File: src/rtl/nonrestoring_divider_module.sv
// rtl/nonrestoring_divider_module.sv - sequential signed non-restoring divider
// Divides operand magnitudes, fixes the remainder, then applies signs.
module nonrestoring_divider_module #(
    parameter int W = 8
) (
    input  logic         clk,
    input  logic         rst,
    input  logic         start_sig,
    input  logic [W-1:0] dividend,
    input  logic [W-1:0] divisor,
    output logic         done_sig,
    output logic [W-1:0] quotient,
    output logic [W-1:0] remainder,
    output logic         div_zero,
    output logic         overflow,
    output logic [W:0]   SQ_r,
    output logic [W-1:0] SQ_q,
    output logic [W-1:0] SQ_d
);

    typedef enum logic [2:0] {
        S_LOAD,
        S_ITER,
        S_FIX,
        S_SIGN,
        S_DONE,
        S_CLR
    } state_t;

    localparam int CW = $clog2(W + 1);
    localparam logic [CW-1:0] LAST_ITER = CW'(W - 1);

    state_t        state;
    logic [CW-1:0] count;
    logic          sign_a;
    logic          sign_b;
    logic [W-1:0]  mag_a;
    logic [W-1:0]  mag_b;
    logic [W:0]    d_ext;
    logic [W:0]    r_shift;
    logic [W:0]    r_next;
    logic          is_ovf;

    always_comb begin
        mag_a   = dividend[W-1] ? (~dividend + 1'b1) : dividend;
        mag_b   = divisor[W-1] ? (~divisor + 1'b1) : divisor;
        d_ext   = {1'b0, SQ_d};
        r_shift = {SQ_r[W-1:0], SQ_q[W-1]};
        // Sign of the previous partial remainder selects subtract or add.
        r_next  = SQ_r[W] ? (r_shift + d_ext) : (r_shift - d_ext);
        is_ovf  = (dividend == {1'b1, {(W-1){1'b0}}}) && (divisor == {W{1'b1}});
    end

    always_ff @(posedge clk) begin
        if (rst) begin
            state     <= S_LOAD;
            count     <= '0;
            sign_a    <= 1'b0;
            sign_b    <= 1'b0;
            done_sig  <= 1'b0;
            quotient  <= '0;
            remainder <= '0;
            div_zero  <= 1'b0;
            overflow  <= 1'b0;
            SQ_r      <= '0;
            SQ_q      <= '0;
            SQ_d      <= '0;
        end else if (start_sig) begin
            case (state)
                S_LOAD: begin
                    SQ_d     <= mag_b;
                    SQ_q     <= mag_a;
                    SQ_r     <= '0;
                    sign_a   <= dividend[W-1];
                    sign_b   <= divisor[W-1];
                    count    <= '0;
                    overflow <= is_ovf;
                    if (divisor == '0) begin
                        div_zero  <= 1'b1;
                        quotient  <= {W{1'b1}};
                        remainder <= dividend;
                        state     <= S_DONE;
                    end else begin
                        div_zero <= 1'b0;
                        state    <= S_ITER;
                    end
                end
                S_ITER: begin
                    SQ_r  <= r_next;
                    SQ_q  <= {SQ_q[W-2:0], ~r_next[W]};
                    count <= count + 1'b1;
                    if (count == LAST_ITER) begin
                        state <= S_FIX;
                    end
                end
                S_FIX: begin
                    if (SQ_r[W]) begin
                        SQ_r <= SQ_r + d_ext;
                    end
                    state <= S_SIGN;
                end
                S_SIGN: begin
                    // The overflow quotient is left as the raw 100..0 magnitude.
                    quotient  <= ((sign_a ^ sign_b) && !overflow) ? (~SQ_q + 1'b1) : SQ_q;
                    remainder <= sign_a ? (~SQ_r[W-1:0] + 1'b1) : SQ_r[W-1:0];
                    state     <= S_DONE;
                end
                S_DONE: begin
                    done_sig <= 1'b1;
                    state    <= S_CLR;
                end
                S_CLR: begin
                    done_sig <= 1'b0;
                    state    <= S_LOAD;
                end
                default: state <= S_LOAD;
            endcase
        end
    end

endmodule

File: config.mk
export PLATFORM = sky130hd
export DESIGN_NAME = nonrestoring_divider_module
export DESIGN_NICKNAME = d
export VERILOG_FILES = /design/src/rtl/nonrestoring_divider_module.sv
export SDC_FILE = /design/constraint.sdc
export NUM_CORES = 1
export LEC_CHECK = 0
export BUFFER_PORTS_ARGS = -buffer_cell sky130_fd_sc_hd__buf_2
export CAP_MARGIN = 10
export CORE_MARGIN = 2
export CORE_UTILIZATION = 51
export CTS_CLUSTER_DIAMETER = 80
export CTS_CLUSTER_SIZE = 10
export DETAILED_ROUTE_END_ITERATION = 10
export MAX_ROUTING_LAYER = met4
export PLACE_DENSITY = 0.76
export SLEW_MARGIN = 20
export SYNTH_ARGS = -nofsm -noshare
export SYNTH_HDL_FRONTEND = slang
export SYNTH_SLANG_ARGS = --single-unit
File: constraint.sdc
create_clock -name clk -period 2.45 [get_ports clk]
set_input_delay 0.245 -clock clk [delete_from_list [all_inputs] [get_ports clk]]
set_output_delay 0.245 -clock clk [all_outputs]
set_load 0.01 [all_outputs]
# Yosys cells after proc, flatten, opt, wreduce, memory -nomap -nowiden
# Cells that the tools add are included.
# word_totals
regBits	53
in_bits	19
# op_classes
n_addsub	8
eq_ne	11
mux	18
bitwise_logic	6
n_reduce_logical	16
# ops
cell	count
2-to-1 mux 8 bit	6
case mux 8 bit (2 select lines)	3
adder 8 x 1 -> 8 bit (second input constant)	4
inverter 8 bit	4
case mux 9 bit (3 select lines)	1
adder 9 x 8 -> 9 bit	2
2-to-1 mux 9 bit	2
equality test 8 bit (second input constant)	2
case mux 3 bit (5 select lines)	1
AND reduction 2 bit	5
subtractor 9 x 8 -> 9 bit	1
logical NOT 8 bit	1
case mux 4 bit (2 select lines)	1
equality test 3 x 2 -> 1 bit (second input constant)	2
equality test 3 bit (second input constant)	2
2-to-1 mux 3 bit	2
inequality test 2 bit (second input constant)	3
AND reduction 3 bit	2
nonzero test 2 bit	3
adder 4 x 1 -> 4 bit (second input constant)	1
equality test 4 x 3 -> 1 bit (second input constant)	1
equality test 3 x 1 -> 1 bit (second input constant)	1
logical NOT 3 bit	1
nonzero test 3 bit	1
other kinds (6)	7

# Logic depth before layout (Yosys ltp)
# Gate-level depths: netlist of the first run.
# depth
depth_word	4
depth_mapped	11

# Worst setup path before layout of the first run
# No wires, ideal clock.
# synth_timing
path_type	reg-to-reg
startpoint	reg SQ_d[1]
endpoint	reg SQ_r[7]
setup_ns	0.120
arrival_time_ns	2.391
setup_slack_ns	-0.060
stages_incl_launch_ff	11
period_less_slack_ns	2.510
cell_sequence	dfxtp_1 inv_1 ha_1 mux2_2 ha_1 a211oi_1 nor2_1 o21ai_0 xor2_1 nor2_1 o31a_1
# synth_via
elab_chain_cells	3
elab_cells_between_ends	6
cone_classes	add/sub (3); mux (3)
# synth_lines
element	line	source
start, declared	18	output logic [W-1:0] SQ_d
start signal, assigned	71	SQ_d <= mag_b;
adder 9 x 8 -> 9 bit, or another cell as far along	98	SQ_r <= SQ_r + d_ext;
2-to-1 mux 9 bit, on equally long branches	97, 50	
case mux 9 bit (3 select lines) *	69	case (state)
end signal, assigned	89	SQ_r <= r_next;
end signal, assigned	98	
end, declared	16	output logic [W:0] SQ_r,
# Mark *: on every way between the ends. The rest lies on a longest branch, timed or not. The select of a mux whose other input is x is not followed.
# A chain may end at the register's enable or synchronous reset.

# Worst setup path in the final report of the first run
# layout_timing
startpoint	reg SQ_d[4]
endpoint	reg SQ_r[7]
# The elaborated chain is that of the path after synthesis.

==> impl_metrics.ini, run 1 <==
[critical_path]
worstSetupPathType = register to register
crit_family = simple AND/OR/NAND/NOR gates
cp_num_buf_inv = 0
cp.depth = 11
worstPathCellList = or3_4 -> nor2_4 -> a21oi_2 -> xor2_1 -> ha_2 -> a21oi_2 -> nand2_1 -> o21ai_2 -> xor2_1 -> nor2_1 -> o31a_1
crit_slowest_cell = or3_4
endpoint_kind = register
startpoint_type = register
crit_required_ns = 2.66
max_stage_delay_ns = 0.42
r2r_cells = 11
cp_max_fo = 3
crit_arrival_ns = 2.68

[yosys]
yosysMostFrequentCell = nor2_1
syn_nets = 515
syn_avg_cell_area_um2 = 7.92
synth_area_um2 = 3720
synth_top_area_share_pct = 28.6
ys_seq_elements = 53
synth_cell_type_count = 57
synth_commonest_cells = nor2_1 (73), dfxtp_1 (53), a21oi_1 (40), nand2_1 (36), xor2_1 (29)
synth_edf_count = 0
syn_inst = 469
synth-seq-area-share_pct = 28.6
synthArstFlopShare_pct = 0
yosysTopAreaCell = dfxtp_1
yosysWarnings = 0
synthTopCellsByArea = dfxtp_1 (29%), ha_1 (8.4%), nor2_1 (7.4%), xor2_1 (6.8%), a21oi_1 (5.4%)
synth_ff_type = dfxtp_1

[timing]
final.setup_skew_ns = 0.00708
setup_slack_ns = -0.0254
setup_viol_count_final = 3
finalCriticalPeriod_ns = 2.48
grt_setup_unrepaired = true
period_share_pct = 101
relSlewSlack_pct = 55.1
whs_ns = 0.211
max_freq_mhz = 404
finalHoldViolCount = 0
slew_viol_final = 0
worstMarginPinSlew_ns = 0.673

[global_routing]
antenna_found_initial = 0
grt_pass1_vias = 3274
grt_pass1_wl_mm = 15.9
gr-usage-all-layers_pct = 26.3
grt_max_degree = 34
gr-total-overflow = 0

[route]
drtPass1Iterations = 4
vias = 3687
wirelength_mm = 10.2
drt-wirelength-per-cell_um = 16.2
vias_per_cell = 5.82
drc = 0
ant_nets = 0
drt_iter0_drc = 320

[placed_design]
port_buffers = 62
dp_hpwl_mm = 7.46
gp_congestion = 0.887
placedCellCount = 622

[cts]
hold_buffers = 0
clk_latency_ns = 0.32
clock_sinks = 53
clock_path_buffers = 2
cts_tree = yes
numCtsBuffers = 5
clk_pin_slew_ns = 0.10
h-tree-depth = 2
clockRootBuffer = clkbuf_8

[die]
die_h_um = 89.4
die_x_um = 89.4
initial_core_util_pct = 52.1
die_area_um2 = 7990
core_um2 = 7140
num_rows = 31
num_io_pins = 63

[power]
power_density_nw_per_um2 = 547
max-vdd-ir-drop_mv = 0.276
p_total_mw = 2.41
p_leak_nw = 1.95

[finish]
nets = 579
diodes = 0
syn2layout_area_growth_pct = 18.7
drive_above_1_share_pct = 24.5
fin_cells = 633

[job]
maxCapViolCount = 0

[run_status]
violations = setup timing
outcome = finished, violations left

[worst_hold_path]
whs_path_depth = 3
hold_class = input pin to register
-- cell usage in the layout (no fill, tap or decap), drive strengths merged, types with 3 or more instances in the layout --
cell type   n
a211oi     24
a21o        4
a21oi      41
a311oi      3
a31oi       5
and2        3
buf        80
clkbuf      5
dfxtp      53
ha         25
inv        19
nand2      37
nand2b      9
nand3       7
nand4       3
nor2       74
nor2b       8
nor3       10
o211ai      6
o21ai      19
o21bai      4
o221a       4
o22ai       6
o31a        3
o31ai       7
o41ai       4
or3         9
xnor2       6
xor2       30
-- stage by stage --
step	instance area (um^2)	utilization, %	setup slack, ns	TNS, ns
after global routing	4410	61.8	-0.164	-0.415
after detailed placement	4170	58.5	-0.0818	-0.174
after floorplan	3730	-	0.0282	0
after global placement	4170	58.5	0.0424	0
after CTS	4300	60.2	-0.00139	-0.00139
final	4410	61.8	-0.0254	-0.0359
-- layer usage --
metal / track usage [%] / part of all wire, % / up-vias
li1: - / - / 1806
met4: 7.60 / 1.4 / 0
met1: 35.0 / 46 / 1734
met5: - / 0 / -
met2: 42.0 / 48 / 130
met3: 3.42 / 5.4 / 17
-- where the power goes --
| part | total [mW] | internal (mW) | switching, mW | leakage (nW) |
|---|---|---|---|---|
| combinational | 0.827 | 0.360 | 0.467 | 1.46 |
| clock | 0.621 | 0.307 | 0.315 | 0.0585 |
| sequential | 0.963 | 0.898 | 0.0642 | 0.433 |
-- worst paths after layout --
check / to / startpoint / slack [ns]
worst min register to register: div_zero / div_zero / 0.46
worst max register to register: SQ_r[7] / SQ_d[4] / -0.03
worst max-delay path: SQ_r[7] / SQ_d[4] / -0.03
worst min-delay path: SQ_d[0] / divisor[0] / 0.21
-- cell type report --
type | count | area (um^2)
inverter | 18 | 67.6
clock inverter | 3 | 43.8
multi-input combinational | 375 | 2600
tap | 99 | 124
fill | 657 | 2730
clock buffer | 5 | 68.8
timing repair buffer | 80 | 445
sequential | 53 | 1060
-- worst min-delay path: stages --
cell     delay (ns)
buf_2          0.12
nand2_1        0.05
a21oi_1        0.06
-- registers in the layout (all words and copies together), names as in the netlist --
| register | flops |
|---|---|
| SQ_r | 9 |
| SQ_d | 8 |
| SQ_q | 8 |
| quotient | 8 |
| remainder | 8 |
| count | 4 |
| state | 3 |
| div_zero | 1 |
| done_sig | 1 |
| overflow | 1 |
| sign_a | 1 |
| sign_b | 1 |
-- kinds of logic after synthesis --
group,count (synthesis),share of synthesized area [%]
muxes,3,0.842
adders and majority gates,27,9.49
DFF,53,28.6
xor gates and xnor gates,36,8.69
and+or+nand+nor,170,22.2
AOI/OAI and AO/OA,139,25.6
buffers and inverters,41,4.58
-- timing repair --
item / in CTS / in global routing
setup endpoints to repair: 3 / 5
cloned: 0 / 0
buffers inserted: 0 / 3
pin swaps: 1 / 18
resized for setup: 4 / 24
Note: power is estimated with default switching activity, not from simulation.
==> inputs of run 2 (changes only) <==
Settings changed: CORE_UTILIZATION 51 to 60, PLACE_DENSITY 0.76 to 0.84.
Clock period 2.45 ns to 3.1 ns, I/O delays scaled along.
==> impl_metrics.ini, run 2 (synthesized netlist as in run 1, its figures left out) <==
[timing]
worstMarginPinSlew_ns = 0.698
final.setup_skew_ns = 0.00401
max_freq_mhz = 361
setup_viol_count_final = 0
period_share_pct = 89.3
grt_setup_unrepaired = false
finalCriticalPeriod_ns = 2.77
relSlewSlack_pct = 53.4
finalHoldViolCount = 0
slew_viol_final = 0
finalSetupTns_ns = 0

[power]
power_density_nw_per_um2 = 417
clkPwrFrac_pct = 23.5
switching_share_pct = 36.2
combPwrFrac_pct = 31.7
p_total_mw = 1.73
max-vdd-ir-drop_mv = 0.222
p_sw_mw = 0.625
internal-power_mw = 1.10
p_seq_share_pct = 44.8
p_leak_nw = 1.87

[route]
drtPass1Iterations = 5
drt_iter0_drc = 269
met1_length_mm = 4.42
vias_per_cell = 6.06
ant_nets = 0
dr.max_layer_used = met4
wl_met2_mm = 4.54
vias = 3611
wirelength_mm = 9.77
drt-wirelength-per-cell_um = 16.4
drc = 0
route.met3.wl_um = 696

[critical_path]
worstSetupPathType = register to register
crit_required_ns = 3.33
crit_arrival_ns = 3.00
cp_max_fo = 7
endpoint_kind = register
startpoint_type = register

[finish]
nFillCells = 528
regMostFlops = SQ_r
largest_reg_flops = 9
drive_above_1_share_pct = 17.9
nets = 566
layout.cells.most_common = nor2_1
diodes = 0
final_cell_mix = nor2_1 (73), buf_2 (62), dfxtp_1 (53)
syn2layout_area_growth_pct = 11.4

[cts]
h-tree-depth = 2
clock_path_buffers = 2
postCtsSetupBuffers = 0
cts_resized = 0
hold_buffers = 0
numCtsBuffers = 5
cts_tree = yes
clk_latency_ns = 0.31
clk_pin_slew_ns = 0.10
clock_sinks = 53
clockRootBuffer = clkbuf_8

[global_routing]
gr-usage-all-layers_pct = 30.5
grt_pass1_wl_mm = 15.4
gr-total-overflow = 0
grt_max_degree = 29
antenna_found_initial = 0
grt_pass1_vias = 3213

[die]
initial_core_util_pct = 62.4
num_rows = 28
die_h_um = 82.7
core_um2 = 5960
die_x_um = 82.7
num_io_pins = 63
die_area_um2 = 6840

[job]
maxCapViolCount = 0

[placed_design]
dp_hpwl_mm = 7.44
gp_congestion = 0.917
port_buffers = 62

[worst_hold_path]
hold_class = input pin to register

[run_status]
outcome = finished, final reports clean
run 2: changes by cell type in the layout (fill, tap and decap cells not counted), moves of 4 or more:
cell / before / now
o21ai_0: 15 / 19
buf_4: 18 / 5
ha_1: 21 / 25
a21oi_1: 36 / 40
run 2: through the flow:
stage | setup WS, ns | hold slack [ns] | instances | utilization [%] | cell area [um^2]
detailed placement | 0.340 | 0.453 | 588 | 68.1 | 4060
global placement | 0.470 | 0.444 | 588 | 68.1 | 4060
floorplan | 0.590 | 0.446 | 469 | - | 3720
global route | 0.107 | 0.292 | 596 | 69.5 | 4140
finish | 0.332 | 0.277 | 596 | 69.5 | 4140
CTS | 0.345 | 0.273 | 596 | 69.5 | 4140
run 2: layer usage:
| layer | vias up | global-route usage (%) |
|---|---|---|
| li1 | 1781 | - |
| met1 | 1668 | 39.3 |
| met2 | 151 | 51.1 |
| met3 | 11 | 3.91 |
| met4 | 0 | 7.21 |
| met5 | - | - |
run 2: power groups by stage:
stage                     logic [mW]  clock network [mW]  registers (mW)
after floorplan                0.401                   0           0.775
after global placement         0.518                   0           0.787
after detailed placement       0.534                   0           0.789
after CTS                      0.539               0.411           0.773
after global routing           0.605               0.430           0.781
final                          0.547               0.405           0.774
run 2: cell type report:
cell class,count,area [um^2],area share [%]
tap,75,93.8,2.27
inverter,18,67.6,1.63
clock buffer,6,72.6,1.75
sequential,53,1060,25.6
timing repair buffer,67,348,8.40
multi-input combinational,375,2480,60.0
clock inverter,2,13.8,0.332
run 2: worst max-delay path: stages (launching register included):
cell and delay [ns]:
dfxtp_1 0.39, or3_1 0.47, nor3_1 0.21, nor2_1 0.08
xor2_1 0.18, ha_1 0.35, nand3_1 0.11, a21oi_1 0.06
nor3_1 0.30, nor2_1 0.12, xor2_1 0.18, o31ai_1 0.24
run 2: worst paths after layout:
path,startpoint,to,slack (ns),cells after the start
hold / removal,divisor[0],SQ_d[0],0.28,3
setup reg to reg,SQ_d[2],SQ_r[8],0.33,11
hold reg to reg,remainder[1],remainder[1],0.47,2
setup / recovery,SQ_d[2],SQ_r[8],0.33,11
